$ cat src/rtl/fifo_uart_tx.sv
// ============================================================================
// Module   : fifo_uart_tx
// Purpose  : Drains an 8-bit byte FIFO onto a UART line (8N1, LSB first).
//            Define FIFO_UART_TX_PARITY_EN to add an even-parity bit (8E1).
// Revision : 1.0 - initial release
// ============================================================================
`default_nettype none

module fifo_uart_tx #(
  parameter int CLKS_PER_BIT = 16
) (
  input  logic        clk,
  input  logic        rst,
  input  logic        en,
  input  logic        fifo_empty,
  input  logic [7:0]  fifo_dout,
  output logic        fifo_rd_en,
  output logic        tx,
  output logic        busy,
  output logic        tx_done,
  output logic [15:0] bytes_sent
);

  localparam int CNT_W = (CLKS_PER_BIT > 1) ? $clog2(CLKS_PER_BIT) : 1;
  localparam logic [CNT_W-1:0] CNT_LAST = CNT_W'(CLKS_PER_BIT - 1);

  localparam logic [2:0] IDLE   = 3'd0;
  localparam logic [2:0] WAIT   = 3'd1;
  localparam logic [2:0] START  = 3'd2;
  localparam logic [2:0] DATA   = 3'd3;
  localparam logic [2:0] STOP   = 3'd4;
`ifdef FIFO_UART_TX_PARITY_EN
  localparam logic [2:0] PARITY = 3'd5;
`endif

  logic [2:0]       state_q, state_d;
  logic [CNT_W-1:0] cnt_q, cnt_d;
  logic [2:0]       idx_q, idx_d;
  logic [7:0]       shift_q, shift_d;
  logic             tx_q, tx_d;
  logic [15:0]      bytes_q, bytes_d;
  logic             bit_end;

  assign bit_end    = (cnt_q == CNT_LAST);
  assign fifo_rd_en = (state_q == IDLE) && en && !fifo_empty;
  assign busy       = (state_q != IDLE);
  assign tx_done    = (state_q == STOP) && bit_end;
  assign tx         = tx_q;
  assign bytes_sent = bytes_q;

  always_comb begin
    state_d = state_q;
    cnt_d   = cnt_q + 1'b1;
    idx_d   = idx_q;
    shift_d = shift_q;
    bytes_d = bytes_q;
    case (state_q)
      IDLE: begin
        cnt_d = '0;
        if (fifo_rd_en) state_d = WAIT;
      end
      WAIT: begin
        // Read data is registered in the FIFO, so it is valid only now.
        shift_d = fifo_dout;
        cnt_d   = '0;
        state_d = START;
      end
      START: begin
        if (bit_end) begin
          cnt_d   = '0;
          idx_d   = 3'd0;
          state_d = DATA;
        end
      end
      DATA: begin
        if (bit_end) begin
          cnt_d = '0;
          if (idx_q == 3'd7) begin
`ifdef FIFO_UART_TX_PARITY_EN
            state_d = PARITY;
`else
            state_d = STOP;
`endif
          end else begin
            idx_d = idx_q + 3'd1;
          end
        end
      end
`ifdef FIFO_UART_TX_PARITY_EN
      PARITY: begin
        if (bit_end) begin
          cnt_d   = '0;
          state_d = STOP;
        end
      end
`endif
      STOP: begin
        if (bit_end) begin
          cnt_d   = '0;
          bytes_d = bytes_q + 16'd1;
          state_d = IDLE;
        end
      end
      default: begin
        cnt_d   = '0;
        state_d = IDLE;
      end
    endcase
  end

  // Line level is derived from the next state so tx changes on the same edge as the state.
  always_comb begin
    tx_d = 1'b1;
    case (state_d)
      START:   tx_d = 1'b0;
      DATA:    tx_d = shift_d[idx_d];
`ifdef FIFO_UART_TX_PARITY_EN
      PARITY:  tx_d = ^shift_d;
`endif
      default: tx_d = 1'b1;
    endcase
  end

  always_ff @(posedge clk) begin
    if (rst) begin
      state_q <= IDLE;
      cnt_q   <= '0;
      idx_q   <= 3'd0;
      shift_q <= 8'd0;
      tx_q    <= 1'b1;
      bytes_q <= 16'd0;
    end else begin
      state_q <= state_d;
      cnt_q   <= cnt_d;
      idx_q   <= idx_d;
      shift_q <= shift_d;
      tx_q    <= tx_d;
      bytes_q <= bytes_d;
    end
  end

endmodule

`default_nettype wire

$ cat config.mk
export PLATFORM = sky130hd
export DESIGN_NAME = fifo_uart_tx
export DESIGN_NICKNAME = d
export VERILOG_FILES = /design/src/rtl/fifo_uart_tx.sv
export SDC_FILE = /design/constraint.sdc
export NUM_CORES = 1
export LEC_CHECK = 0
export ABC_AREA = 0
export ABC_CLOCK_PERIOD_IN_PS = 2380
export BUFFER_PORTS_ARGS = -buffer_cell sky130_fd_sc_hd__buf_2
export CAP_MARGIN = 20
export CORE_AREA = 3 3 73 54
export DETAILED_ROUTE_END_ITERATION = 10
export DIE_AREA = 0 0 76 57
export PLACE_DENSITY = 0.73
export SYNTH_ARGS = -nofsm -noshare
export SYNTH_HDL_FRONTEND = slang
export SYNTH_SLANG_ARGS = --single-unit
$ cat constraint.sdc
create_clock -name clk -period 2.38 [get_ports clk]
set_input_delay 0.238 -clock clk [delete_from_list [all_inputs] [get_ports clk]]
set_output_delay 0.238 -clock clk [all_outputs]
set_load 0.02 [all_outputs]
==> parameters.txt, run 1 <==
Parameter                              Value

Global routing
  Number of global-route vias before repair    roughly 1400
  Total global-route track usage    between 10% and 20%
  First-pass GRT wire length    roughly 6700 µm
  Remaining global-route overflow    0
  Initial antenna violation count    0
  Pin count of the biggest net entering global routing    32

Clock network
  Number of buffers inserted to repair setup after CTS    0
  Resize count post-CTS    0
  Buffer depth of the longest clock path    2
  Sinks on Clock Net    35
  Clock-pin slew of the registers on the worst-case setup and hold paths    0.07 ns
  Post-CTS Hold Fix Bufs    0
  CTS tree    yes
  Master cell of the clock root buffer    sky130_fd_sc_hd__clkbuf_8
  Source-to-sink clock delay at the later pin of the worst-skew pair    around 0.28 ns
  CTS buffer count    5
  Max H-tree Level    2

Yosys
  Simple-gate portion of the synthesized area    27.1%
  Number of synthesized register bits    35
  Share of flip-flops with an asynchronous set or reset    0%
  Number of distinct library cell variants in the gate-level netlist after synthesis    47
  Post-synth design cell area    around 0.0018 mm²
  Fraction of synthesized cell area in xor and xnor cells    6.87%
  Cell taking the most area after synthesis    sky130_fd_sc_hd__dfxtp_1
  Nets in the synthesized netlist    226
  Synth Flop Type    sky130_fd_sc_hd__dfxtp_1
  Adder and majority gate portion of the synthesized area    roughly 2.1%
  Sequential area share after synthesis    39.2%
  Most numerous cell types in the synthesized netlist    sky130_fd_sc_hd__dfxtp_1 (35), sky130_fd_sc_hd__nand2_1 (32), sky130_fd_sc_hd__nor2_1 (23)
  Share of synthesized area spent on multiplexers    between 1 and 1.5%
  Number of flops mapped to enable cells by yosys    0
  Yosys top cell area share    39.2%
  Syn Area/Cell    8.46 µm²
  Largest cells by area after synthesis    sky130_fd_sc_hd__dfxtp_1 (39%), sky130_fd_sc_hd__nand2_1 (6.7%), sky130_fd_sc_hd__xor2_1 (5.9%)
  Synthesized instance count    211
  Most frequent cell after synthesis    sky130_fd_sc_hd__dfxtp_1
  Total number of yosys warnings    0
  Combinational family with the most area after synthesis    simple AND/OR/NAND/NOR gates
  Synth Area in Compound Gates    between 20% and 30%

Placed design
  Post-placement cell count    282
  Number of input and output port buffers inserted    31
  Routability congestion estimate    0.871
  DP Wirelength    2860 µm

STA
  Maximum operating frequency    476 MHz
  Final Skew    between 0.007 and 0.008 ns
  Unrepaired setup endpoints after global routing    no
  Total Negative Setup Slacks    0 ns
  Final critical-path share of the clock period    between 80% and 90%
  Worst slew margin relative to its limit    60.0%
  Final Slew Violations    0
  Actual slew at the worst max-slew pin    roughly 0.6 ns
  # setup viols final    0
  Clock period minus final worst setup slack    ~2.1 ns
  Number of hold violations in the final report    0

Cells and area
  Nets    257
  Final Util    64.0%
  Area growth from synthesis to layout    15.2%
  Fraction of layout instances using a drive strength above 1    about a fifth
  Final std cells w/o fill    290
  Antenna diode count    0

Min path
  Startpoint of the worst hold path    fifo_dout[1]
  Worst min-delay path class    in2reg

Critical path
  Critical path launch point type    flop
  Required time of the worst setup path    2.54 ns
  Kind of capture point of the worst setup path    flop
  Max FO, Critical Path    16
  Crit path cell chain    or3b_1, a211o_1, a21oi_1, nor2_1, o22ai_1, o211ai_1
  Data arrival time of the critical path    2.27 ns
  Delay of the slowest cell on the worst path    0.62 ns
  Kind of cell adding the most delay to the critical path    compound AO/OA/AOI/OAI gates
  Reg-to-reg critical path startpoint    state_q[0]
  Crit path from    state_q[0]
  Slowest stage cell on the critical path    sky130_fd_sc_hd__or3b_1
  Number of buffer and inverter instances along the worst setup path    0
  Critical path type    reg2reg

Detailed routing
  Total via count after detailed routing    1618
  Number of design-rule violations left by the first detailed-router iteration    228
  Initial DRT Pass Iterations    5
  Via-per-instance ratio    about 5.6
  Remaining antenna violation count    0
  Overall routed net length    roughly 4000 µm
  DRC Markers    0
  Wire per inst    about 14 µm

Floorplan
  Starting Density    55.6%
  Core ar.    around 0.0032 mm²
  Die boundary height    57 µm
  Die ar.    0.00433 mm²
  Chip width    76 µm
  Site Rows    17
  I/O pin count    32

Power
  Power density relative to cell area    about 520 mW/mm²
  Overall power after layout    1080 µW
  Static Leak    0.000886 µW
  Peak ir drop on the vdd network    0.368 mV

Run status
  Outcome    completed

Job
  Maxcap violations    0
## metrics by stage
stage               setup WS (ns)  area [µm²]  hold WS, ns
global route                0.124        2060        0.203
floorplan                   0.589        1790        0.374
detailed placement          0.324        1970        0.443
CTS                         0.314        2060        0.198
finish                      0.277        2060        0.201
global placement            0.381        1970        0.435
## layer usage
| metal | GRT usage (%) | share of wire (%) |
|---|---|---|
| met4 | 4.91 | 0.46 |
| met1 | 27.0 | 50 |
| met5 | 0 | 0 |
| met3 | 4.89 | 8.1 |
| met2 | 27.5 | 42 |
## state kept, by name (all words and copies together), names as in the netlist
signal and count:
idx_q 3, cnt_q 4, tx 1, state_q 3
bytes_sent 16, shift_q 8
## kinds of logic (layout without fill, tap and decap cells)
logic type | count (synthesis) | in the layout
compound gates | 54 | 54
mux | 2 | 2
xor+xnor | 14 | 14
simple gates | 91 | 91
fa+ha+maj | 3 | 3
flops | 35 | 35
buf+inv | 12 | 44
## worst reg2reg max path: stages (launching register included)
cell and delay (ns):
sky130_fd_sc_hd__dfxtp_1 0.57, sky130_fd_sc_hd__or3b_1 0.62, sky130_fd_sc_hd__a211o_1 0.36, sky130_fd_sc_hd__a21oi_1 0.14, sky130_fd_sc_hd__nor2_1 0.06, sky130_fd_sc_hd__o22ai_1 0.14, sky130_fd_sc_hd__o211ai_1 0.09
## cell usage in the layout (no fill, tap or decap), drive strengths merged, types with 3 or more instances in the layout
master	synthesis	routed
o31ai	4	4
or3	5	5
nand4	3	3
a21oi	17	17
nor2	24	24
clkinv	0	3
dfxtp	35	35
xor2	12	12
nand3	5	5
o21ai	9	9
a31oi	4	4
buf	5	35
clkbuf	6	5
ha	3	3
and3	9	9
o221ai	4	4
o211ai	3	3
nand2	32	32
o22ai	3	3
nor3	3	3
## area by class of cell
class,count,area (µm²)
fill,279,1150
multi-input combinational,164,1020
sequential,35,701
timing repair buffer,35,185
clock buffer,5,68.8
tap,47,58.8
clock inverter,3,15.0
inverter,1,3.75
## report_power, final
| part | switching [µW] | internal, µW |
|---|---|---|
| sequential | 9.70 | 594 |
| clock | 206 | 200 |
| combinational | 40.7 | 26.4 |
| total | 257 | 820 |
## worst paths after layout
| check | end | slack [ns] | cells past startpoint |
|---|---|---|---|
| setup / recovery | tx | 0.28 | 6 |
| setup reg to reg | tx | 0.28 | 6 |
| hold / removal | shift_q[1] | 0.20 | 3 |
| hold reg to reg | cnt_q[0] | 0.45 | 1 |
Power figures use the tool's default switching activity.
==> inputs of run 2 (changes only) <==
Settings changed: ABC_CLOCK_PERIOD_IN_PS 2380 to 2100, BUFFER_PORTS_ARGS -buffer_cell sky130_fd_sc_hd__buf_2 to -buffer_cell sky130_fd_sc_hd__buf_4, CORE_AREA 3 3 73 54 to 3 3 83 62, DIE_AREA 0 0 76 57 to 0 0 86 65, PLACE_DENSITY 0.73 to 0.56.
Clock period 2.38 ns to 2.1 ns, I/O delays scaled along.
==> run 2 against run 1 <==
Against the previous run: largest cell class unchanged; combinational power is 33% higher; non-clock buffer count is 8 higher; critical path type unchanged; highest routed layer unchanged; final cell count is 5.5% higher; first-iteration DRC count is 69% lower.
==> parameters.txt, run 2 (synthesis gave the netlist of run 1 again) <==
Parameter                              Value

Detailed routing
  DRC Markers    0 (unchanged)
  Highest routed layer    met4 (unchanged)
  Via-per-instance ratio    5.34 (was 5.58)
  Initial DRT Pass Iterations    4 (was 5)
  Wire per inst    13.6 µm (about the same)
  Total routed wire length on the met1 layer    2210 µm (was 1960 µm)
  Remaining antenna violation count    0 (unchanged)
  Total via count after detailed routing    1634 (was 1618)
  Number of design-rule violations left by the first detailed-router iteration    71 (was 228)
  Overall routed net length    4160 µm (was 3950 µm)
  Routed wl met3    287 µm (was 319 µm)
  DR WL met2    1660 µm (was 1650 µm)

Floorplan
  Die boundary height    65 µm (was 57 µm)
  Die ar.    0.00559 mm² (was 0.00433 mm²)
  Site Rows    20 (was 17)
  Chip width    86 µm (was 76 µm)
  Starting Density    41.2% (was 55.6%)
  I/O pin count    32 (unchanged)
  Core ar.    0.00433 mm² (was 0.00321 mm²)

Clock network
  Number of buffers inserted to repair setup after CTS    0 (unchanged)
  Master cell of the clock root buffer    sky130_fd_sc_hd__clkbuf_8 (unchanged)
  CTS buffer count    5 (unchanged)
  Buffer depth of the longest clock path    2 (unchanged)
  Resize count post-CTS    0 (unchanged)
  Clock-pin slew of the registers on the worst-case setup and hold paths    0.07 ns (about the same)
  Source-to-sink clock delay at the later pin of the worst-skew pair    0.27 ns (was 0.28 ns)
  Post-CTS Hold Fix Bufs    0 (unchanged)
  Max H-tree Level    2 (unchanged)
  CTS tree    yes (unchanged)
  Sinks on Clock Net    35 (unchanged)

STA
  Maximum operating frequency    519 MHz (was 476 MHz)
  Total Negative Setup Slacks    0 ns (unchanged)
  Actual slew at the worst max-slew pin    0.356 ns (was 0.596 ns)
  Worst slew margin relative to its limit    76.3% (was 60.0%)
  Number of hold violations in the final report    0 (unchanged)
  Final critical-path share of the clock period    91.7% (was 88.4%)
  Clock period minus final worst setup slack    1.93 ns (was 2.10 ns)
  Fin worst setup slack    0.173 ns (was 0.277 ns)
  Final Slew Violations    0 (unchanged)
  Final Skew    0.00410 ns (was 0.00772 ns)
  Unrepaired setup endpoints after global routing    no (unchanged)
  # setup viols final    0 (unchanged)

Placed design
  Routability congestion estimate    0.836 (was 0.871)
  Number of input and output port buffers inserted    31 (unchanged)
  DP Wirelength    3070 µm (was 2860 µm)
  Worst-case setup slack after placement    0.189 ns (was 0.324 ns)
  Placement-stage cell area    0.00212 mm² (was 0.00197 mm²)

Cells and area
  Leading cell types in the layout, fill and taps excluded    sky130_fd_sc_hd__buf_4 (43), sky130_fd_sc_hd__dfxtp_1 (35), sky130_fd_sc_hd__nand2_1 (32), sky130_fd_sc_hd__nor2_1 (23), sky130_fd_sc_hd__a21oi_1 (17) (was sky130_fd_sc_hd__dfxtp_1 (35), sky130_fd_sc_hd__nand2_1 (32), sky130_fd_sc_hd__buf_2 (31), sky130_fd_sc_hd__nor2_1 (23), sky130_fd_sc_hd__a21oi_1 (17))
  Nets    265 (was 257)
  Antenna diode count    0 (unchanged)
  Area growth from synthesis to layout    23.3% (was 15.2%)
  Final Util    50.9% (was 64.0%)
  Flip-flop count of the largest register, all copies and words added    16 (unchanged)
  Fraction of layout instances using a drive strength above 1    23.1% (was 21.4%)
  Post-Layout Inst Area    0.00220 mm² (was 0.00206 mm²)
  Most common cell after layout, fill and taps aside    sky130_fd_sc_hd__buf_4 (was sky130_fd_sc_hd__dfxtp_1)

Power
  Peak ir drop on the vdd network    0.442 mV (was 0.368 mV)
  Overall power after layout    1230 µW (was 1080 µW)
  Power density relative to cell area    559 mW/mm² (was 523 mW/mm²)
  Static Leak    0.000929 µW (was 0.000886 µW)

Run status
  Outcome    completed (unchanged)

Critical path
  Number of buffer and inverter instances along the worst setup path    1 (was 0)
  Kind of cell adding the most delay to the critical path    simple AND/OR/NAND/NOR gates (was compound AO/OA/AOI/OAI gates)
  Delay of the slowest cell on the worst path    0.41 ns (was 0.62 ns)
  Slowest stage cell on the critical path    sky130_fd_sc_hd__or3b_4 (was sky130_fd_sc_hd__or3b_1)
  Max FO, Critical Path    11 (was 16)
  Required time of the worst setup path    2.25 ns (was 2.54 ns)
  Data arrival time of the critical path    2.08 ns (was 2.27 ns)
  Kind of capture point of the worst setup path    flop (unchanged)
  Critical path type    reg2reg (unchanged)
  Critical path launch point type    flop (unchanged)
  Crit path cell chain    buf_4, or3b_4, nor2_8, and4_4, nand4_1, xor2_1, nor2_1 (was or3b_1, a211o_1, a21oi_1, nor2_1, o22ai_1, o211ai_1)

Global routing
  Number of global-route vias before repair    1515 (was 1427)
  Total global-route track usage    15.9% (was 18.6%)
  First-pass GRT wire length    7080 µm (was 6680 µm)
  Initial antenna violation count    0 (unchanged)
  Remaining global-route overflow    0 (unchanged)
  Pin count of the biggest net entering global routing    32 (unchanged)

Min path
  Worst min-delay path class    in2reg (unchanged)

Job
  Maxcap violations    0 (unchanged)
run 2: worst reg2reg max path, cell delays in order, from the launching register on:
cell and delay (ns):
sky130_fd_sc_hd__dfxtp_1 0.40, sky130_fd_sc_hd__buf_4 0.19, sky130_fd_sc_hd__or3b_4 0.41, sky130_fd_sc_hd__nor2_8 0.20, sky130_fd_sc_hd__and4_4 0.28, sky130_fd_sc_hd__nand4_1 0.12
sky130_fd_sc_hd__xor2_1 0.15, sky130_fd_sc_hd__nor2_1 0.06
run 2: metal layers:
layer / vias to the layer above / track usage [%]
met3: 2 / 4.57
li1: 838 / -
met5: - / 0
met1: 754 / 24.2
met4: 0 / 2.96
met2: 40 / 22.1
run 2: final timing paths:
| kind | slack (ns) | depth (start not counted) | startpoint | end |
|---|---|---|---|---|
| hold reg to reg | 0.44 | 1 | cnt_q[0] | cnt_q[0] |
| hold / removal | 0.19 | 3 | fifo_dout[1] | shift_q[1] |
| setup reg to reg | 0.17 | 7 | state_q[0] | bytes_sent[15] |
| setup / recovery | 0.17 | 7 | state_q[0] | bytes_sent[15] |
run 2: power breakdown:
group / internal [µW] / leakage, µW / total (µW) / switching, µW
clock: 233 / 0.0000422 / 458 / 225
sequential: 673 / 0.000283 / 683 / 10.2
combinational: 40.0 / 0.000604 / 89.3 / 49.3
run 2: final cells by class:
type,instances,area (µm²)
fillers,439,2130
multi-input cells,164,1020
flip-flops and latches,35,701
repair buffers,43,323
clock buffers,7,76.3
well taps,55,68.8
clock inverters,1,5.00
inverters,1,3.75
run 2: metrics by stage:
stage | instances | hold WS (ns)
floorplan | 211 | 0.346
global placement | 298 | 0.429
detailed placement | 298 | 0.437
CTS | 306 | 0.181
global route | 306 | 0.191
finish | 306 | 0.188
==> inputs of run 3 (changes only) <==
Settings changed: CORE_AREA 3 3 83 62 to 3 3 73 54, DIE_AREA 0 0 86 65 to 0 0 76 57, PLACE_DENSITY 0.56 to 0.73.
==> run 3 against run 2 <==
Against the previous run: largest cell class unchanged; die area decreased by 23%; design area increased by 0.17%; combinational power increased by 1%; critical endpoint is now tx; sequential share of layout area decreased by 0.054 points; sequential power about the same; worst hold slack got worse by 0.0051 ns; final cell count decreased by 3.6%; utilization increased by 18 points; clock power increased by 35%.
==> parameters.txt, run 3 (synthesis gave the netlist of run 1 again) <==
Parameter                              Value

Power
  Internal power    1100 µW (was 946 µW)
  Sequential share of power    49.1% (was 55.5%)
  Power density relative to cell area    631 mW/mm² (was 559 mW/mm²)
  Switching share of power    21.2% (was 23.1%)
  Part of the power in combinational logic    6.5% (was 7.3%)
  Peak ir drop on the vdd network    0.468 mV (was 0.442 mV)
  Switching power total    295 µW (was 285 µW)
  Static Leak    0.000932 µW (was 0.000929 µW)
  Clock group share of total power    44.4% (was 37.2%)

Detailed routing
  Routed wl met3    351 µm (was 287 µm)
  Total via count after detailed routing    1698 (was 1634)
  Via-per-instance ratio    5.76 (was 5.34)
  Number of design-rule violations left by the first detailed-router iteration    210 (was 71)
  Remaining antenna violation count    0 (unchanged)
  Highest routed layer    met4 (unchanged)
  Total routed wire length on the met1 layer    2110 µm (was 2210 µm)
  Initial DRT Pass Iterations    5 (was 4)
  DR WL met2    1910 µm (was 1660 µm)
  Overall routed net length    4440 µm (was 4160 µm)
  Wire per inst    15.1 µm (was 13.6 µm)
  DRC Markers    0 (unchanged)

Floorplan
  Site Rows    17 (was 20)
  Die boundary height    57 µm (was 65 µm)
  Chip width    76 µm (was 86 µm)
  Die ar.    0.00433 mm² (was 0.00559 mm²)
  Core ar.    0.00321 mm² (was 0.00433 mm²)
  I/O pin count    32 (unchanged)
  Starting Density    55.6% (was 41.2%)

Global routing
  Remaining global-route overflow    0 (unchanged)
  Number of global-route vias before repair    1561 (was 1515)
  First-pass GRT wire length    7400 µm (was 7080 µm)
  Initial antenna violation count    0 (unchanged)
  Pin count of the biggest net entering global routing    32 (unchanged)
  Total global-route track usage    21.0% (was 15.9%)

STA
  # setup viols final    0 (unchanged)
  Final Slew Violations    0 (unchanged)
  Clock period minus final worst setup slack    1.95 ns (was 1.93 ns)
  Fin worst setup slack    0.155 ns (was 0.173 ns)
  Number of hold violations in the final report    0 (unchanged)
  Actual slew at the worst max-slew pin    0.490 ns (was 0.356 ns)
  Unrepaired setup endpoints after global routing    no (unchanged)
  Final critical-path share of the clock period    92.6% (was 91.7%)
  Total Negative Setup Slacks    0 ns (unchanged)
  Worst slew margin relative to its limit    67.1% (was 76.3%)
  Final Skew    0.00818 ns (was 0.00410 ns)
  Maximum operating frequency    514 MHz (was 519 MHz)

Placed design
  Worst-case setup slack after placement    0.207 ns (was 0.189 ns)
  DP Wirelength    3380 µm (was 3070 µm)
  Routability congestion estimate    0.908 (was 0.836)
  Number of input and output port buffers inserted    31 (unchanged)
  Placement-stage cell area    0.00209 mm² (was 0.00212 mm²)

Critical path
  Critical path type    reg2reg (unchanged)
  Reg-to-reg critical path startpoint    idx_q[0] (was state_q[0])
  Delay of the slowest cell on the worst path    0.43 ns (was 0.41 ns)
  Capture point of the worst path    tx (was bytes_sent[15])
  Kind of capture point of the worst setup path    flop (unchanged)
  Max FO, Critical Path    6 (was 11)
  Crit path from    idx_q[0] (was state_q[0])
  Crit path cell chain    ha_1, a21bo_2, o31ai_2, o21ai_0, o211a_1, o211ai_1 (was buf_4, or3b_4, nor2_8, and4_4, nand4_1, xor2_1, nor2_1)
  Kind of cell adding the most delay to the critical path    compound AO/OA/AOI/OAI gates (was simple AND/OR/NAND/NOR gates)
  CP Depth    6 (was 7)
  Slowest stage cell on the critical path    sky130_fd_sc_hd__o31ai_2 (was sky130_fd_sc_hd__or3b_4)
  Required time of the worst setup path    2.31 ns (was 2.25 ns)
  Number of buffer and inverter instances along the worst setup path    0 (was 1)
  Destination of the worst register-to-register timing path    tx (was bytes_sent[15])
  Data arrival time of the critical path    2.15 ns (was 2.08 ns)
  Logic depth of the worst register-to-register path    6 (was 7)
  Slack of the worst reg-to-reg path    0.15 ns (was 0.17 ns)
  Critical path launch point type    flop (unchanged)

Job
  Maxcap violations    0 (unchanged)

Run status
  Outcome    completed (unchanged)

Min path
  Worst min-delay path class    in2reg (unchanged)

Cells and area
  Antenna diode count    0 (unchanged)
  Most common cell after layout, fill and taps aside    sky130_fd_sc_hd__buf_4 (unchanged)
  Leading cell types in the layout, fill and taps excluded    sky130_fd_sc_hd__buf_4 (40), sky130_fd_sc_hd__dfxtp_1 (35), sky130_fd_sc_hd__nand2_1 (32), sky130_fd_sc_hd__nor2_1 (23), sky130_fd_sc_hd__a21oi_1 (17) (was sky130_fd_sc_hd__buf_4 (43), sky130_fd_sc_hd__dfxtp_1 (35), sky130_fd_sc_hd__nand2_1 (32), sky130_fd_sc_hd__nor2_1 (23), sky130_fd_sc_hd__a21oi_1 (17))
  Fraction of layout instances using a drive strength above 1    23.0% (was 23.1%)
  Post-Layout Inst Area    0.00221 mm² (was 0.00220 mm²)
  Nets    262 (was 265)
  Area growth from synthesis to layout    23.5% (was 23.3%)
  Flip-flop count of the largest register, all copies and words added    16 (unchanged)

Clock network
  Sinks on Clock Net    35 (unchanged)
  Master cell of the clock root buffer    sky130_fd_sc_hd__clkbuf_8 (unchanged)
  CTS buffer count    5 (unchanged)
  Source-to-sink clock delay at the later pin of the worst-skew pair    0.29 ns (was 0.27 ns)
  Max H-tree Level    2 (unchanged)
  CTS tree    yes (unchanged)
  Buffer depth of the longest clock path    2 (unchanged)
  Number of buffers inserted to repair setup after CTS    0 (unchanged)
  Resize count post-CTS    0 (unchanged)
  Post-CTS Hold Fix Bufs    0 (unchanged)
  Clock-pin slew of the registers on the worst-case setup and hold paths    0.07 ns (about the same)
run 3: cell types whose count changed in the layout (fill, tap and decap cells not counted):
cell | before | now
sky130_fd_sc_hd__clkbuf_8 | 5 | 6
sky130_fd_sc_hd__buf_4 | 43 | 40
sky130_fd_sc_hd__clkbuf_1 | 2 | 0
sky130_fd_sc_hd__bufinv_16 | 0 | 1
run 3: tightest hold or removal path, stage by stage:
cell                      delay (ns)
sky130_fd_sc_hd__buf_4          0.12
sky130_fd_sc_hd__nand2_1        0.05
sky130_fd_sc_hd__a21oi_1        0.05
run 3: power groups by stage:
stage / combinational (µW) / clock, µW / sequential, µW
after floorplan: 54.5 / 0 / 694
after global placement: 88.5 / 0 / 697
after detailed placement: 89.3 / 0 / 698
after CTS: 89.9 / 630 / 682
after global routing: 98.9 / 665 / 683
final: 90.2 / 618 / 683
run 3: metal layers:
| layer | global-route usage, % | vias to the layer above |
|---|---|---|
| li1 | - | 832 |
| met1 | 29.8 | 770 |
| met2 | 32.1 | 83 |
| met3 | 5.21 | 13 |
| met4 | 5.68 | 0 |
| met5 | 0 | - |
run 3: cell type report:
cell class	instances	area, µm²
Tap cell	47	58.8
Inverter	1	3.75
Timing Repair Buffer	40	300
Clock inverter	2	35.0
Sequential cell	35	701
Clock buffer	6	82.6
Multi-Input combinational cell	164	1020
Fill cell	255	1010
run 3: metrics by stage:
stage | hold WS (ns) | power [µW] | utilization [%] | instances
detailed placement | 0.447 | 787 | 65.0 | 287
global route | 0.191 | 1450 | 68.7 | 295
CTS | 0.181 | 1400 | 68.7 | 295
finish | 0.183 | 1390 | 68.7 | 295
floorplan | 0.346 | 748 | - | 211
global placement | 0.429 | 786 | 65.0 | 287
run 3: how the worst min path moves through the flow:
stage                       startpoint          to  slack (ns)  cells after the start
after floorplan           fifo_dout[7]  shift_q[7]        0.35                      2
final                     fifo_dout[5]  shift_q[5]        0.18                      3
after detailed placement      cnt_q[0]    cnt_q[0]        0.45                      1
after global placement        cnt_q[0]    cnt_q[0]        0.43                      1
after global routing      fifo_dout[3]  shift_q[3]        0.19                      3
after CTS                 fifo_dout[1]  shift_q[1]        0.18                      3
